$ cat config.mk
export PLATFORM = sky130hd
export DESIGN_NAME = axis_upsize_pkt
export DESIGN_NICKNAME = d
export VERILOG_FILES = /design/src/rtl/axis_upsize_pkt.sv
export SDC_FILE = /design/constraint.sdc
export NUM_CORES = 1
export LEC_CHECK = 0
export ABC_AREA = 0
export BUFFER_PORTS_ARGS = -buffer_cell sky130_fd_sc_hd__clkbuf_2
export CORE_UTILIZATION = 53
export DETAILED_ROUTE_END_ITERATION = 10
export GPL_TIMING_DRIVEN = 0
export PLACE_DENSITY = 0.86
export SKIP_CTS_REPAIR_TIMING = 1
export SKIP_LAST_GASP = 1
export SYNTH_ARGS = -nofsm -noshare
export SYNTH_HDL_FRONTEND = slang
export SYNTH_SLANG_ARGS = --single-unit
export TNS_END_PERCENT = 50
$ cat constraint.sdc
create_clock -name clk -period 1.35 [get_ports clk]
set_input_delay 0.2025 -clock clk [delete_from_list [all_inputs] [get_ports clk]]
set_output_delay 0.2025 -clock clk [all_outputs]
set_load 0.02 [all_outputs]
$ cat src/rtl/axis_upsize_pkt.sv
// AXI-Stream width upconverter: packs EXPAND narrow beats into one wide word,
// closing short words on s_tlast and flagging populated lanes on m_tkeep.
module axis_upsize_pkt #(
    parameter int WIDTH     = 8,
    parameter int EXPAND    = 2,
    parameter int LSB_FIRST = 1
) (
    input  logic                    clk,
    input  logic                    rst,
    input  logic [WIDTH-1:0]        s_tdata,
    input  logic                    s_tvalid,
    input  logic                    s_tlast,
    output logic                    s_tready,
    output logic [EXPAND*WIDTH-1:0] m_tdata,
    output logic [EXPAND-1:0]       m_tkeep,
    output logic                    m_tlast,
    output logic                    m_tvalid,
    input  logic                    m_tready
);

    localparam int DW = EXPAND * WIDTH;
    localparam int CW = (EXPAND > 2) ? $clog2(EXPAND) : 1;
    localparam logic [CW-1:0] CNT_MAX = CW'(EXPAND - 1);

    logic [CW-1:0]     cnt_q, cnt_d, lane;
    logic [DW-1:0]     acc_q, acc_d, merged;
    logic [EXPAND-1:0] mask_q, mask_d, mask_merged;
    logic [DW-1:0]     tdata_q, tdata_d;
    logic [EXPAND-1:0] keep_q, keep_d;
    logic              last_q, last_d;
    logic              vld_q, vld_d;
    logic              accept, complete;

    // The output register may take a new word whenever it is empty or draining.
    assign s_tready = !vld_q || m_tready;

    always_comb begin
        accept   = s_tvalid && s_tready;
        complete = accept && ((cnt_q == CNT_MAX) || s_tlast);
        lane     = (LSB_FIRST != 0) ? cnt_q : (CNT_MAX - cnt_q);

        merged      = acc_q;
        mask_merged = mask_q;
        for (int j = 0; j < EXPAND; j++) begin
            if (lane == CW'(j)) begin
                merged[j*WIDTH +: WIDTH] = s_tdata;
                mask_merged[j]           = 1'b1;
            end
        end

        cnt_d   = cnt_q;
        acc_d   = acc_q;
        mask_d  = mask_q;
        tdata_d = tdata_q;
        keep_d  = keep_q;
        last_d  = last_q;
        vld_d   = vld_q;

        if (vld_q && m_tready) begin
            vld_d = 1'b0;
        end

        // A completing beat overrides the drain so back-to-back words keep m_tvalid high.
        if (complete) begin
            tdata_d = merged;
            keep_d  = mask_merged;
            last_d  = s_tlast;
            vld_d   = 1'b1;
            cnt_d   = '0;
            acc_d   = '0;
            mask_d  = '0;
        end else if (accept) begin
            cnt_d  = cnt_q + CW'(1);
            acc_d  = merged;
            mask_d = mask_merged;
        end
    end

    always_ff @(posedge clk) begin
        if (rst) begin
            cnt_q   <= '0;
            acc_q   <= '0;
            mask_q  <= '0;
            tdata_q <= '0;
            keep_q  <= '0;
            last_q  <= 1'b0;
            vld_q   <= 1'b0;
        end else begin
            cnt_q   <= cnt_d;
            acc_q   <= acc_d;
            mask_q  <= mask_d;
            tdata_q <= tdata_d;
            keep_q  <= keep_d;
            last_q  <= last_d;
            vld_q   <= vld_d;
        end
    end

    assign m_tdata  = tdata_q;
    assign m_tkeep  = keep_q;
    assign m_tlast  = last_q;
    assign m_tvalid = vld_q;

endmodule

==> metrics, run 1 <==
critical path class=reg2out; Final HPWL DP=between 2000 and 2500 um; largest net degree at the start of global routing=12; Post-synth EDFFs=0; combinational power share=0.182; # nets final=209; Die W=56.8 um; reg2reg path depth=6; synth warn=0; flop2flop setup slack=-70 ps; Worst-path clk slew=between 100 and 150 ps; Critical Path Fanout Max=7; htree depth=2; io pins=34; Max Cap Violations=0; Placed Cells=207; number of library cell types mapped by synthesis=29; RSZ-0062 raised after global routing=true; vias per cell=5.63; ANT cells=0; PwrDens=1120 nW/um^2; Net Sw Power=626 uW; Max Slew Vio Count=0; Critical Path AT=between 1000 and 1500 ps; P_leak=0.839 nW; Int Pwr=about 1.7 mW; Crit Reg-Reg Startpoint=m_tvalid$_SDFFE_PP0P_; Tightest Hold Check Type=in2reg; setup_tns=-518 ps; initial antenna violation count=0; antenna viol nets, final=0; top post-synthesis cells by area=dfxtp_1 49%, mux2i_1 10%, o2bb2ai_2 9.4%, a21oi_2 4.4%, o2bb2ai_1 3.3%; Final GP Congestion=0.868; highest clock rate=between 600 and 700 MHz; clk root buf=clkbuf_4; Post-synth ARST share=0; Min Clock Period, post-route=1470 ps; part of the power in the clock network=0.289; layout cells sized above 1=0.447; sequential power share=0.529; worst relative slew slack=0.697; WL/cell=16.1 um; status=finished, violations left; Hold Path End=m_tvalid$_SDFFE_PP0P_; clk buf depth=2; final setup fails=11; final hold vios=0; Total GRT Usage=0.225; post-synthesis cell area=1590 um^2; Routed WL=roughly 3700 um; dpl ws=-7.55 ps; Critical Path RT=1150 ps; Overflow after GRT=0; vias in the first global route=1155; worst reg2reg path endpoint=acc_q[6]$_SDFFE_PP0P_; failing checks=DRC, setup timing; post-synthesis sequential area ratio=0.491; Hold Crit Start=rst; Seq cells post-synth=39; peak supply drop=803 uV; row count=19; final core occ=0.740; worst slew pin tran=454 ps; syn nets=156; Skew-Pair Late Insertion Delay=340 ps; fin crit share=1.09; CTS Buf Count=5; fin worst setup slack=-120 ps; Cells after Synth=143; Die Ht=~57 um; first-pass GRT wire length=around 5400 um; CTS sink cnt=39; fin cells=around 230; 1st-iter DRT viols=48; Net Sw Frac=0.270; initial core utilization=0.567; crit start category=flop; commonest non-fill, non-tap cell in the layout=dfxtp_1; CTS tree=yes; most frequent cells in the layout=38 x dfxtp_1, 33 x clkbuf_2, 16 x mux2i_1; total number of vias=about 1300; Synth-to-Final Area Change=30.3%; cell taking the most area after synthesis=dfxtp_1; Yosys top cell area share=0.491; dominant synthesized flop cell=dfxtp_1; drt drc=8; Hold Path Depth=2; die area=3230 um^2; Core Area=approximately 2800 um^2; I/O Buffers=33; Initial DRT Pass Iterations=7; final clock skew=9.35 ps; syn avg cell area=about 11 um^2; Worst setup EP type=primary output
==> layer usage <==
metal / part of all wire / global-route usage / up-vias
met5: 0 / 0 / -
met4: 0.013 / 0.105 / 0
met3: 0.057 / 0.0576 / 6
met2: 0.48 / 0.354 / 43
met1: 0.45 / 0.289 / 606
li1: - / - / 628
==> stage by stage <==
step / hold slack (ps) / power, mW / cell area [um^2]
after global routing: 112 / 2.41 / 2070
after floorplan: 272 / 1.49 / 1590
final: 114 / 2.32 / 2070
after detailed placement: 441 / 1.59 / 1800
after global placement: 435 / 1.58 / 1800
after CTS: 94.5 / 2.25 / 1860
==> worst max-delay path by stage <==
| stage | cells past startpoint | endpoint | slack [ps] | from |
|---|---|---|---|---|
| floorplan | 5 | m_tdata[10]$_SDFFE_PP0P_ | 30 | m_tvalid$_SDFFE_PP0P_ |
| global placement | 5 | m_tdata[4]$_SDFFE_PP0P_ | 40 | m_tvalid$_SDFFE_PP0P_ |
| detailed placement | 5 | m_tdata[2]$_SDFFE_PP0P_ | -8 | m_tvalid$_SDFFE_PP0P_ |
| CTS | 4 | s_tready | -350 | m_tvalid$_SDFFE_PP0P_ |
| global route | 4 | s_tready | -170 | m_tvalid$_SDFFE_PP0P_ |
| finish | 4 | s_tready | -120 | m_tvalid$_SDFFE_PP0P_ |
==> sequential cells by signal (all words and copies together), names as in the netlist <==
register  flops
m_tlast       1
acc_q        16
cnt_q         1
m_tdata      16
m_tvalid      1
mask_q        2
m_tkeep       2
==> cells by family after synthesis <==
logic type	share of synthesized area
compound gates	0.250
buf+inv	0.0503
flops	0.491
mux	0.101
simple gates	0.108
==> synth_stat cells (3+ instances only) <==
library cell and number:
a21oi_1 5, a21oi_2 8, and2_1 8, buf_2 4, dfxtp_1 39, inv_1 3
mux2i_1 16, nand2_1 3, nand3_1 10, o21ai_0 8, o2bb2ai_1 6, o2bb2ai_2 10
==> power groups by stage <==
stage / logic (mW) / clock network (mW) / registers, mW
5_1_grt: 0.451 / 0.727 / 1.23
6_report: 0.422 / 0.669 / 1.23
3_5_place_dp: 0.338 / 0 / 1.25
3_3_place_gp: 0.329 / 0 / 1.25
2_1_floorplan: 0.204 / 0 / 1.28
4_1_cts: 0.340 / 0.683 / 1.23
==> layout make-up <==
| cell class | instances | area, um^2 |
|---|---|---|
| plain buffers | 10 | 91.3 |
| fillers | 190 | 731 |
| repair buffers | 46 | 314 |
| inverters | 4 | 20.0 |
| flip-flops and latches | 39 | 782 |
| well taps | 31 | 38.8 |
| clock buffers | 8 | 68.8 |
| multi-input cells | 90 | 759 |
==> critical path: stages (launching register included) <==
cell and delay (ps):
dfxtp_2 340, nor2b_4 210, clkinv_4 120, buf_8 130
buf_6 120
(Power assumes the default switching activity.)
==> run 2: changes to the inputs <==
--- a/config.mk
+++ b/config.mk
@@ -10,7 +10,7 @@
 export CORE_UTILIZATION = 53
 export DETAILED_ROUTE_END_ITERATION = 10
 export GPL_TIMING_DRIVEN = 0
-export PLACE_DENSITY = 0.86
+export PLACE_DENSITY = 0.74
 export SKIP_CTS_REPAIR_TIMING = 1
 export SKIP_LAST_GASP = 1
 export SYNTH_ARGS = -nofsm -noshare
==> metrics, run 2 (synthesis gave the netlist of run 1 again) <==
Worst setup EP type=flop (was primary output); status=finished, violations left (unchanged); Skew-Pair Late Insertion Delay=340 ps (about the same); clk root buf=clkbuf_4 (unchanged); final hold vios=0 (unchanged); most frequent cells in the layout=38 x dfxtp_1, 32 x clkbuf_2, 16 x mux2i_1 (was 38 x dfxtp_1, 33 x clkbuf_2, 16 x mux2i_1); first-pass GRT wire length=5480 um (was 5440 um); area post-placement=1800 um^2 (unchanged); initial antenna violation count=0 (unchanged); WL/cell=15.4 um (was 16.1 um); initial core utilization=0.567 (unchanged); Max Cap Violations=0 (unchanged); CTS Buf Count=5 (unchanged); highest clock rate=688 MHz (was 680 MHz); worst slew pin tran=427 ps (was 454 ps); Initial DRT Pass Iterations=7 (unchanged); Total GRT Usage=0.228 (was 0.225); row count=19 (unchanged); clk buf depth=2 (unchanged); I/O Buffers=33 (unchanged); worst relative slew slack=0.716 (was 0.697); failing checks=DRC, setup timing (unchanged); P_leak=0.794 nW (was 0.839 nW); metal3 WL=184 um (was 210 um); ANT cells=0 (unchanged); CTS sink cnt=39 (unchanged); io pins=34 (unchanged); Critical Path Fanout Max=6 (was 7); Max Slew Vio Count=0 (unchanged); Synth-to-Final Area Change=24.6% (was 30.3%); Core Area=2810 um^2 (unchanged); largest net degree at the start of global routing=12 (unchanged); total number of vias=1264 (was 1283); top sig layer=met4 (unchanged); Final GP Congestion=0.790 (was 0.868); RSZ-0062 raised after global routing=true (unchanged); layout cells sized above 1=0.438 (was 0.447); Tightest Hold Check Type=in2reg (unchanged); Routed WL=3470 um (was 3660 um); commonest non-fill, non-tap cell in the layout=dfxtp_1 (unchanged); crit start category=flop (unchanged); Overflow after GRT=0 (unchanged); # nets final=206 (was 209); peak supply drop=717 uV (was 803 uV); vias per cell=5.62 (was 5.63); antenna viol nets, final=0 (unchanged); Die Ht=56.8 um (unchanged); Final HPWL DP=2300 um (was 2320 um); fill count=223 (was 190); final clock skew=8.61 ps (was 9.35 ps); die area=3230 um^2 (unchanged); Critical Path AT=1730 ps (was 1270 ps); final setup fails=26 (was 11); Min Clock Period, post-route=1450 ps (was 1470 ps); Critical Path RT=1620 ps (was 1150 ps); critical path class=reg2reg (was reg2out); Worst-path clk slew=110 ps (about the same); CTS tree=yes (unchanged); 1st-iter DRT viols=47 (was 48); met2 WL=1690 um (was 1750 um); vias in the first global route=1121 (was 1155); PwrDens=1150 nW/um^2 (was 1120 nW/um^2); Placed Cells=207 (unchanged); Die W=56.8 um (unchanged); htree depth=2 (unchanged); wl on met1=1530 um (was 1650 um); fin worst setup slack=-104 ps (was -120 ps); fin cells=225 (was 228); drt drc=7 (was 8); fin crit share=1.08 (was 1.09); final instance area=1980 um^2 (was 2070 um^2)
==> run 2: cell type report <==
type / count / area [um^2] / share of cell area
plain buffers: 10 / 78.8 / 0.0397
inverters: 4 / 20.0 / 0.0101
clock buffers: 8 / 68.8 / 0.0347
multi-input cells: 90 / 751 / 0.379
repair buffers: 43 / 244 / 0.123
flip-flops and latches: 39 / 782 / 0.394
well taps: 31 / 38.8 / 0.0196
==> run 2: final timing paths <==
path / depth (start not counted) / start / slack, ps / end
min reg2reg: 2 / m_tkeep[0]$_SDFFE_PP0P_ / 450 / m_tkeep[0]$_SDFFE_PP0P_
max: 6 / m_tvalid$_SDFFE_PP0P_ / -100 / m_tdata[15]$_SDFFE_PP0P_
min: 2 / rst / 110 / m_tvalid$_SDFFE_PP0P_
max reg2reg: 6 / m_tvalid$_SDFFE_PP0P_ / -100 / m_tdata[15]$_SDFFE_PP0P_
==> run 2: power by group <==
part | total [mW] | internal (mW) | switching, mW
logic | 0.375 | 0.154 | 0.222
clock network | 0.672 | 0.307 | 0.366
registers | 1.23 | 1.20 | 0.0282
total | 2.27 | 1.66 | 0.616
==> run 2: per-layer routing <==
metal | GRT usage | up-vias
met5 | 0 | -
met4 | 0.0836 | 0
met3 | 0.0622 | 5
met2 | 0.362 | 45
met1 | 0.298 | 587
li1 | - | 627
==> run 2: critical path, cell delays in order, from the launching register on <==
cell	delay, ps
dfxtp_2	340
nor2b_4	200
clkinv_4	100
buf_4	150
a31oi_4	250
buf_2	220
o2bb2ai_1	120
==> run 2: metrics by stage <==
stage	hold WS, ps	setup TNS, ps	worst slack, ps	power, mW	utilization
final	112	-1490	-104	2.27	0.707
after CTS	102	-1050	-327	2.25	0.665
after detailed placement	435	-41.7	-11.9	1.59	0.640
after floorplan	272	0	27.5	1.49	-
after global placement	431	-62.5	-8.20	1.58	0.640
after global routing	106	-3770	-180	2.38	0.707
